File: src/rtl/factorial_pkg.sv
// Shared constants for the factorial datapath: data width, op-codes and
// the sequential multiplier state encoding.
package factorial_pkg;

    localparam int WIDTH = 32;
    localparam int NREGS = 4;

    localparam logic [2:0] OP_ADD   = 3'b000;
    localparam logic [2:0] OP_SUB   = 3'b001;
    localparam logic [2:0] OP_MUL   = 3'b010;
    localparam logic [2:0] OP_AND   = 3'b011;
    localparam logic [2:0] OP_OR    = 3'b100;
    localparam logic [2:0] OP_XOR   = 3'b101;
    localparam logic [2:0] OP_PASSA = 3'b110;
    localparam logic [2:0] OP_PASSB = 3'b111;

    typedef enum logic [1:0] {
        IDLE = 2'd0,
        RUN  = 2'd1,
        WB   = 2'd2
    } mul_state_t;

endpackage

File: src/rtl/seq_multiplier.sv
// Iterative shift-add multiplier: one partial product per cycle for W cycles,
// then one WB cycle during which done flags the full 2W-bit product as valid.
module seq_multiplier
    import factorial_pkg::*;
#(
    parameter int W = factorial_pkg::WIDTH
) (
    input  logic             clk,
    input  logic             rst_n,
    input  logic             start,
    input  logic [W-1:0]     a,
    input  logic [W-1:0]     b,
    output logic             busy,
    output logic             done,
    output logic [2*W-1:0]   prod
);

    localparam int CW = $clog2(W);
    localparam logic [CW-1:0] CNT_LAST = CW'(W - 1);

    mul_state_t        state_reg, state_next;
    logic [2*W-1:0]    mcand_reg;
    logic [2*W-1:0]    acc_reg;
    logic [W-1:0]      mplier_reg;
    logic [CW-1:0]     cnt_reg;

    always_ff @(posedge clk or negedge rst_n) begin
        if (!rst_n) begin
            state_reg <= IDLE;
        end else begin
            state_reg <= state_next;
        end
    end

    always_comb begin
        state_next = state_reg;
        case (state_reg)
            IDLE:    if (start) state_next = RUN;
            RUN:     if (cnt_reg == CNT_LAST) state_next = WB;
            WB:      state_next = IDLE;
            default: state_next = IDLE;
        endcase
    end

    always_ff @(posedge clk or negedge rst_n) begin
        if (!rst_n) begin
            mcand_reg  <= '0;
            mplier_reg <= '0;
            acc_reg    <= '0;
            cnt_reg    <= '0;
        end else if (state_reg == IDLE) begin
            if (start) begin
                mcand_reg  <= {{W{1'b0}}, a};
                mplier_reg <= b;
                acc_reg    <= '0;
                cnt_reg    <= '0;
            end
        end else if (state_reg == RUN) begin
            if (mplier_reg[0]) begin
                acc_reg <= acc_reg + mcand_reg;
            end
            mcand_reg  <= mcand_reg << 1;
            mplier_reg <= mplier_reg >> 1;
            cnt_reg    <= cnt_reg + 1'b1;
        end
    end

    assign busy = (state_reg != IDLE);
    assign done = (state_reg == WB);
    assign prod = acc_reg;

endmodule

File: src/rtl/factorial_datapath.sv
// Datapath for the factorial controller: 4x32 register file, single-cycle ALU
// and a sequential multiplier sharing the one register write port.
module factorial_datapath #(
    parameter int WIDTH = factorial_pkg::WIDTH,
    parameter int NREGS = factorial_pkg::NREGS
) (
    input  logic                     clk,
    input  logic                     rst_n,
    input  logic                     write_en,
    input  logic                     wd_selec,
    input  logic                     read_imm,
    input  logic [$clog2(NREGS)-1:0] read_add1,
    input  logic [$clog2(NREGS)-1:0] read_add2,
    input  logic [$clog2(NREGS)-1:0] write_add,
    input  logic [2:0]               operation,
    input  logic [WIDTH-1:0]         imm,
    output logic                     busy,
    output logic                     done,
    output logic                     mul_ovf,
    output logic                     is_zero,
    output logic [WIDTH-1:0]         result
);

    import factorial_pkg::*;

    localparam int AW = $clog2(NREGS);

    logic [WIDTH-1:0]   regs_reg [NREGS];
    logic [WIDTH-1:0]   rd1, rd2, op_b, alu_out, cmd_data;
    logic               accept, is_mul_cmd, mul_start, cmd_wr;
    logic               mul_busy, mul_done;
    logic [2*WIDTH-1:0] mul_prod;
    logic [AW-1:0]      dest_reg;
    logic               done_reg, mul_ovf_reg;
    logic               wr_en;
    logic [AW-1:0]      wr_addr;
    logic [WIDTH-1:0]   wr_data;

    assign rd1  = regs_reg[read_add1];
    assign rd2  = regs_reg[read_add2];
    assign op_b = read_imm ? imm : rd2;

    always_comb begin
        alu_out = '0;
        case (operation)
            OP_ADD:   alu_out = rd1 + op_b;
            OP_SUB:   alu_out = rd1 - op_b;
            OP_AND:   alu_out = rd1 & op_b;
            OP_OR:    alu_out = rd1 | op_b;
            OP_XOR:   alu_out = rd1 ^ op_b;
            OP_PASSA: alu_out = rd1;
            OP_PASSB: alu_out = op_b;
            default:  alu_out = '0;
        endcase
    end

    // Commands are dropped, not queued, while the multiplier owns the datapath.
    assign accept     = write_en && !mul_busy;
    assign is_mul_cmd = !wd_selec && (operation == OP_MUL);
    assign mul_start  = accept && is_mul_cmd;
    assign cmd_wr     = accept && !is_mul_cmd;
    assign cmd_data   = wd_selec ? imm : alu_out;

    seq_multiplier #(.W(WIDTH)) u_mul (
        .clk   (clk),
        .rst_n (rst_n),
        .start (mul_start),
        .a     (rd1),
        .b     (op_b),
        .busy  (mul_busy),
        .done  (mul_done),
        .prod  (mul_prod)
    );

    // WB and an accepted command are mutually exclusive, so a simple mux suffices.
    assign wr_en   = cmd_wr || mul_done;
    assign wr_addr = mul_done ? dest_reg : write_add;
    assign wr_data = mul_done ? mul_prod[WIDTH-1:0] : cmd_data;

    always_ff @(posedge clk or negedge rst_n) begin
        if (!rst_n) begin
            for (int i = 0; i < NREGS; i++) begin
                regs_reg[i] <= '0;
            end
        end else if (wr_en) begin
            for (int i = 0; i < NREGS; i++) begin
                if (wr_addr == AW'(i)) begin
                    regs_reg[i] <= wr_data;
                end
            end
        end
    end

    always_ff @(posedge clk or negedge rst_n) begin
        if (!rst_n) begin
            dest_reg    <= '0;
            done_reg    <= 1'b0;
            mul_ovf_reg <= 1'b0;
        end else begin
            done_reg <= mul_done;
            if (mul_start) begin
                dest_reg    <= write_add;
                mul_ovf_reg <= 1'b0;
            end else if (mul_done) begin
                mul_ovf_reg <= |mul_prod[2*WIDTH-1:WIDTH];
            end
        end
    end

    assign busy    = mul_busy;
    assign done    = done_reg;
    assign mul_ovf = mul_ovf_reg;
    assign result  = rd1;
    assign is_zero = (rd1 == '0);

endmodule

File: config.mk
export PLATFORM = sky130hd
export DESIGN_NAME = factorial_datapath
export DESIGN_NICKNAME = d
export VERILOG_FILES = /design/src/rtl/factorial_pkg.sv /design/src/rtl/seq_multiplier.sv /design/src/rtl/factorial_datapath.sv
export SDC_FILE = /design/constraint.sdc
export NUM_CORES = 1
export LEC_CHECK = 0
export ABC_AREA = 0
export BUFFER_PORTS_ARGS = -buffer_cell sky130_fd_sc_hd__buf_4
export CAP_MARGIN = 10
export CORE_ASPECT_RATIO = 0.5
export CORE_MARGIN = 2
export CORE_UTILIZATION = 35
export CTS_BUF_LIST = sky130_fd_sc_hd__clkbuf_4
export DETAILED_ROUTE_END_ITERATION = 12
export GPL_ROUTABILITY_DRIVEN = 0
export HOLD_SLACK_MARGIN = 0.05
export PLACE_DENSITY_LB_ADDON = 0.3
export SYNTH_ARGS = -nofsm -noshare
export SYNTH_HDL_FRONTEND = slang
export SYNTH_HIERARCHICAL = 1
export SYNTH_SLANG_ARGS = --single-unit
File: constraint.sdc
create_clock -name clk -period 11 [get_ports clk]
set_input_delay 2.2 -clock clk [delete_from_list [all_inputs] [get_ports clk]]
set_output_delay 2.2 -clock clk [all_outputs]
set_load 0.01 [all_outputs]
==> impl_metrics.csv, run 1 <==
group,metric,value,unit
synth,yosysSeqAreaShare,32.4,%
global_route,met3_usage,4.87,%
die,fp.dieArea,68100,um^2
min_path,hold_path.class,"flop to flop",
final_layout,syn_to_final_growth,10.1,%
sta,fin_hold_ws,480,ps
routing,drtIter0Drc,1965,
synth,netlist.area_leader.share,32.4,%
global_route,antenna_found_initial,3,
die,start_util,35.5,%
final_layout,nets,2760,
global_route,grt_pass1_vias,20300,
synth,async_reset_ff_share,100,%
setup_path,timing.rr.end,"regs_reg[127]$_DFFE_PN0P_",
die,die_h,186,um
power_and_ir_drop,ir_drop,0.109,mV
min_path,min_from,"u_mul/mplier_reg[16]$_DFFE_PN0P_",
clocking,cts_num_sinks,299,
clocking,post-cts-setup-buffers,0,
setup_path,cp.buffers_inverters,3,
flow_run,cap_violations,0,
global_route,grt_max_degree,154,
setup_path,cpPeakStageDelay,920,ps
synth,synth_area_leaders,"dfrtp_1 (32%), ha_1 (9.0%), mux4_2 (5.2%), mux2_2 (4.9%), o21ai_0 (4.9%)",
die,row_count,66,
final_layout,stdcell_count,3483,
die,core_area,65100,um^2
sta,finalClockSkew,65.0,ps
sta,final.setup.tns,0,ps
die,ios,82,
setup_path,endpoint_kind,"flop",
sta,tightest_slew,1260,ps
clocking,clk_pin_slew,60,ps
setup_path,rr_worst_depth,20,
clocking,clk_latency,890,ps
sta,setup_viol,0,
global_route,use_met2,35.3,%
global_route,busiest_layer,"met2",
synth,syn-cell-area,23100,um^2
placement,port_buffers,81,
sta,min_period,7810,ps
routing,vias,20600,
clocking,post_cts_resized,0,
synth,synth_edf_count,0,
final_layout,largest_reg_flops,128,
setup_path,path_cells,"buf_4 -> clkinv_1 -> buf_4 -> mux2_2 -> or3_4 -> or3_1 -> nor2_1 -> a21oi_1 -> xnor2_1 -> ha_1 -> nand4_1 -> nor3b_1 -> nand3_1 -> o31ai_1 -> a31oi_1 -> and2_1 -> mux2i_1 -> a31oi_1",
clocking,cts_root_buf,"clkbuf_4",
placement,dp_cells,3349,
final_layout,layout_common_cells,"dfrtp_1 (299), nand2_1 (292), o21ai_0 (224)",
synth,synthCells,2520,
sta,rsz0062_at_grt,"false",
routing,drc,0,
routing,ant_nets,0,
synth,synth_cell_types,95,
min_path,whs_path_depth,2,
clocking,cts_max_path_buffers,3,
synth,ys_seq_elements,299,
clocking,cts-htree-levels,3,
global_route,gr-usage-met1,30.7,%
sta,max_slew_margin,15.8,%
setup_path,rr_startpoint,"regs_reg[33]$_DFFE_PN0P_",
global_route,grt_use_total,22.6,%
setup_path,cp-start-kind,"primary input",
setup_path,cp_data_arrival_time,8500,ps
sta,timing.fmax,128,MHz
synth,yosysWarnings,6,
setup_path,required,11690,ps
setup_path,cp_slowest_cell,"o31ai_1",
outcome,status,"complete, no violations",
global_route,grt_pass1_wl,120000,um
routing,totalWireLength,77500,um
power_and_ir_drop,p_per_area,290,nW/um^2
sta,period_share,71.0,%
routing,drt-vias-per-instance,5.92,
setup_path,ff2ff_setup_slack,5050,ps
clocking,cts_buffers,79,
die,dieWidth,367,um
synth,yosys.area.top_type,"dfrtp_1",
routing,avgRoutedWirePerCell,22.2,um
final_layout,final_common_cell,"dfrtp_1",
sta,slew_viol_final,0,
synth,synth_nets,2734,
setup_path,path_class,"primary input to flop",
clocking,postCtsHoldBufs,0,
min_path,hold-path-endpoint,"u_mul/mplier_reg[16]$_DFFE_PN0P_",
setup_path,cpLargestDelayFamily,"simple AND/OR/NAND/NOR gates",
global_route,grt_overflow,0,
final_layout,drive_gt1_share,16.5,%
routing,drt_pass1_iterations,5,
final_layout,fillers,6603,
setup_path,crit_fanout,26,
sta,finalHoldViolations,0,
power_and_ir_drop,leakagePower,11.1,nW
clocking,cts_tree,"yes",
synth,avgSynthCellArea,9.16,um^2
synth,synth_ff_type,"dfrtp_1",
placement,hpwl,54800,um
[synth_stat cells, types with 53 or more instances]
cell type,number
clkbuf_1,113
ha_1,166
a22o_1,75
mux2_2,100
o21ai_0,224
nand2_1,293
xnor2_1,66
mux2i_1,89
mux4_2,53
nor2_1,138
dfrtp_1,299
a21oi_1,142
inv_1,104
[through the flow]
step	cell area [um^2]	util (%)	setup slack, ps	total power, mW
global route	25400	39.0	2930	7.94
finish	25400	39.0	3190	7.35
detailed placement	24400	37.5	2560	6.27
floorplan	23100	-	3830	5.04
CTS	25400	39.0	3460	7.31
global placement	24400	37.5	2680	6.19
[worst max path at each step]
stage | from | to | slack [ps] | cells after the start
after floorplan | read_add2[0] | regs_reg[27]$_DFFE_PN0P_ | 3830 | 24
after global placement | read_imm | regs_reg[127]$_DFFE_PN0P_ | 2680 | 18
after detailed placement | read_imm | regs_reg[127]$_DFFE_PN0P_ | 2560 | 18
after CTS | read_imm | regs_reg[123]$_DFFE_PN0P_ | 3460 | 18
after global routing | read_imm | regs_reg[123]$_DFFE_PN0P_ | 2930 | 18
final | read_imm | regs_reg[127]$_DFFE_PN0P_ | 3190 | 18
[per-layer routing]
layer  routed length, um  vias to the layer above
met2               34100                      775
met1               35000                    10300
met3                5870                      162
met4                2490                        0
met5                   0                        -
li1                    -                     9410
[kinds of logic after synthesis]
kind of cell | Yosys count | share of synthesized area, %
AO/OA/AOI/OAI | 791 | 22.6
AND/OR/NAND/NOR | 640 | 12.6
flip-flops | 299 | 32.4
buffers and inverters | 266 | 4.59
multiplexers | 254 | 14.8
adder cells (fa/ha/maj) | 168 | 9.18
XOR/XNOR | 102 | 3.87
[layout make-up]
type / count / area (um^2) / share of cell area (%)
multi-input cells: 1955 / 14600 / 57.6
flip-flops and latches: 299 / 7480 / 29.5
well taps: 884 / 1110 / 4.36
clock buffers: 112 / 841 / 3.31
repair buffers: 107 / 823 / 3.24
inverters: 104 / 390 / 1.54
clock inverters: 18 / 119 / 0.468
diodes: 4 / 10.0 / 0.0394
[power breakdown]
group	leakage, nW	internal, mW	switching, mW
clock network	0.575	0.492	0.510
registers	3.75	1.59	0.426
logic	6.76	1.75	2.59
[worst register-to-register path, cell delays in order (launching register included)]
cell	delay (ps)
dfrtp_1	400
mux2_2	290
nor2_1	90
a211oi_1	60
a21oi_1	330
ha_1	240
o21a_1	170
nand2_1	170
or3_1	480
nor2_1	240
a21oi_1	130
xnor2_1	170
ha_1	460
nand4_1	170
nor3b_1	390
nand3_1	160
o31ai_1	920
a31oi_1	230
and2_1	230
mux2i_1	320
a31oi_1	140
No activity file was read; power rests on OpenSTA's default activity.
==> run 2, diff against run 1 <==
==> constraint.sdc (replaced) <==
create_clock -name clk -period 7.05 [get_ports clk]
set_input_delay 1.41 -clock clk [delete_from_list [all_inputs] [get_ports clk]]
set_output_delay 1.41 -clock clk [all_outputs]
set_load 0.01 [all_outputs]
==> impl_metrics.csv, run 2 (same netlist as run 1, synthesis figures left out) <==
group,metric,value,unit
sta,final.setup.tns,0,ps
placement,dp_cells,3372,
routing,drt-vias-per-instance,5.88,
die,die_h,186,um
power_and_ir_drop,ir_drop,0.152,mV
clocking,cts_root_buf,"clkbuf_4",
sta,max_slew_margin,28.9,%
setup_path,critPathLaunch,"read_add2[0]",
routing,met1_length,35300,um
clocking,cts_num_sinks,299,
sta,slew_viol_final,0,
die,dieWidth,367,um
clocking,clk_latency,870,ps
placement,port_buffers,81,
global_route,grt_pass1_vias,20100,
min_path,hold_path.class,"flop to flop",
min_path,hold-path-endpoint,"u_mul/mplier_reg[1]$_DFFE_PN0P_",
routing,vias,20700,
sta,setup_viol,0,
die,row_count,66,
routing,ant_nets,0,
global_route,grt_pass1_wl,120000,um
sta,tightest_slew,1070,ps
final_layout,largest_reg_flops,128,
flow_run,cap_violations,0,
routing,maxUsedRoutingLayer,"met4",
routing,drt_pass1_iterations,8,
global_route,grt_use_total,22.7,%
min_path,whs_path_depth,2,
final_layout,utilization,39.4,%
setup_path,required,7750,ps
routing,route.met2.wl,34100,um
sta,finalClockSkew,76.8,ps
die,start_util,35.5,%
die,fp.dieArea,68100,um^2
sta,rsz0062_at_grt,"false",
die,core_area,65100,um^2
clocking,post_cts_resized,0,
clocking,postCtsHoldBufs,0,
power_and_ir_drop,p_per_area,452,nW/um^2
sta,timing.fmax,168,MHz
setup_path,crit_fanout,24,
sta,fin_hold_ws,484,ps
final_layout,syn_to_final_growth,11.2,%
setup_path,endpoint_kind,"flop",
global_route,grt_max_degree,139,
clocking,cts_tree,"yes",
placement,hpwl,55600,um
setup_path,cp-start-kind,"primary input",
clocking,clk_pin_slew,70,ps
sta,finalHoldViolations,0,
final_layout,final_common_cell,"dfrtp_1",
sta,min_period,5960,ps
setup_path,timing.rr.end,"regs_reg[122]$_DFFE_PN0P_",
setup_path,rr_worst_depth,21,
final_layout,stdcell_count,3518,
setup_path,rr_startpoint,"regs_reg[32]$_DFFE_PN0P_",
min_path,min_from,"u_mul/mplier_reg[1]$_DFFE_PN0P_",
clocking,cts-htree-levels,3,
final_layout,layout_common_cells,"dfrtp_1 (299), nand2_1 (292), o21ai_0 (224)",
setup_path,ff2ff_setup_slack,1780,ps
clocking,post-cts-setup-buffers,0,
clocking,cts_max_path_buffers,3,
power_and_ir_drop,leakagePower,11.2,nW
clocking,cts_buffers,81,
routing,drc,0,
final_layout,drive_gt1_share,17.4,%
die,ios,82,
routing,avgRoutedWirePerCell,22.1,um
final_layout,nets,2785,
setup_path,cp_data_arrival_time,6650,ps
global_route,grt_overflow,0,
sta,period_share,84.5,%
global_route,antenna_found_initial,3,
outcome,status,"complete, no violations",
setup_path,path_class,"primary input to flop",
routing,drtIter0Drc,2099,
routing,wl_met3,6520,um
routing,totalWireLength,77800,um
[run 2: routing by layer]
metal | up-vias | global-route usage, %
li1 | 9484 | -
met1 | 10300 | 31.2
met2 | 800 | 34.9
met3 | 131 | 5.98
met4 | 0 | 7.00
met5 | - | 0
[run 2: worst max-delay path by stage]
| stage | end | slack [ps] |
|---|---|---|
| 4_1_cts | regs_reg[122]$_DFFE_PN0P_ | 1280 |
| 3_3_place_gp | regs_reg[127]$_DFFE_PN0P_ | 480 |
| 6_report | regs_reg[127]$_DFFE_PN0P_ | 1090 |
| 2_1_floorplan | regs_reg[27]$_DFFE_PN0P_ | 670 |
| 3_5_place_dp | regs_reg[127]$_DFFE_PN0P_ | 400 |
| 5_1_grt | regs_reg[127]$_DFFE_PN0P_ | 860 |
[run 2: where the power goes]
part / internal [mW] / switching, mW
clock: 0.808 / 0.816
combinational: 2.77 / 4.03
sequential: 2.49 / 0.674
[run 2: through the flow]
| step | setup WS (ps) | area (um^2) | power [mW] |
|---|---|---|---|
| floorplan | 668 | 23100 | 7.86 |
| global placement | 480 | 24600 | 9.73 |
| detailed placement | 399 | 24600 | 9.84 |
| CTS | 1280 | 25600 | 11.5 |
| global route | 860 | 25600 | 12.5 |
| finish | 1090 | 25600 | 11.6 |
[run 2: final cells by class]
| class | count | area (um^2) |
|---|---|---|
| inverter | 104 | 390 |
| clock inverter | 22 | 136 |
| fill | 6584 | 39400 |
| antenna | 6 | 15.0 |
| timing repair buffer | 130 | 1010 |
| clock buffer | 118 | 886 |
| tap | 884 | 1110 |
| multi-input combinational | 1955 | 14600 |
| sequential | 299 | 7480 |
[run 2: worst max-delay path: stages]
cell and delay, ps:
buf_4 360, buf_4 280, mux4_2 510, mux2i_1 270, inv_1 240, or4_4 630, nor3_1 400, a21oi_1 150
xnor2_1 160, ha_1 290, a21o_1 200, a21o_1 170, a21o_1 200, a2111oi_0 440, o21bai_1 130, a31oi_1 220
nor2_1 60, mux2i_1 380, a31oi_1 140
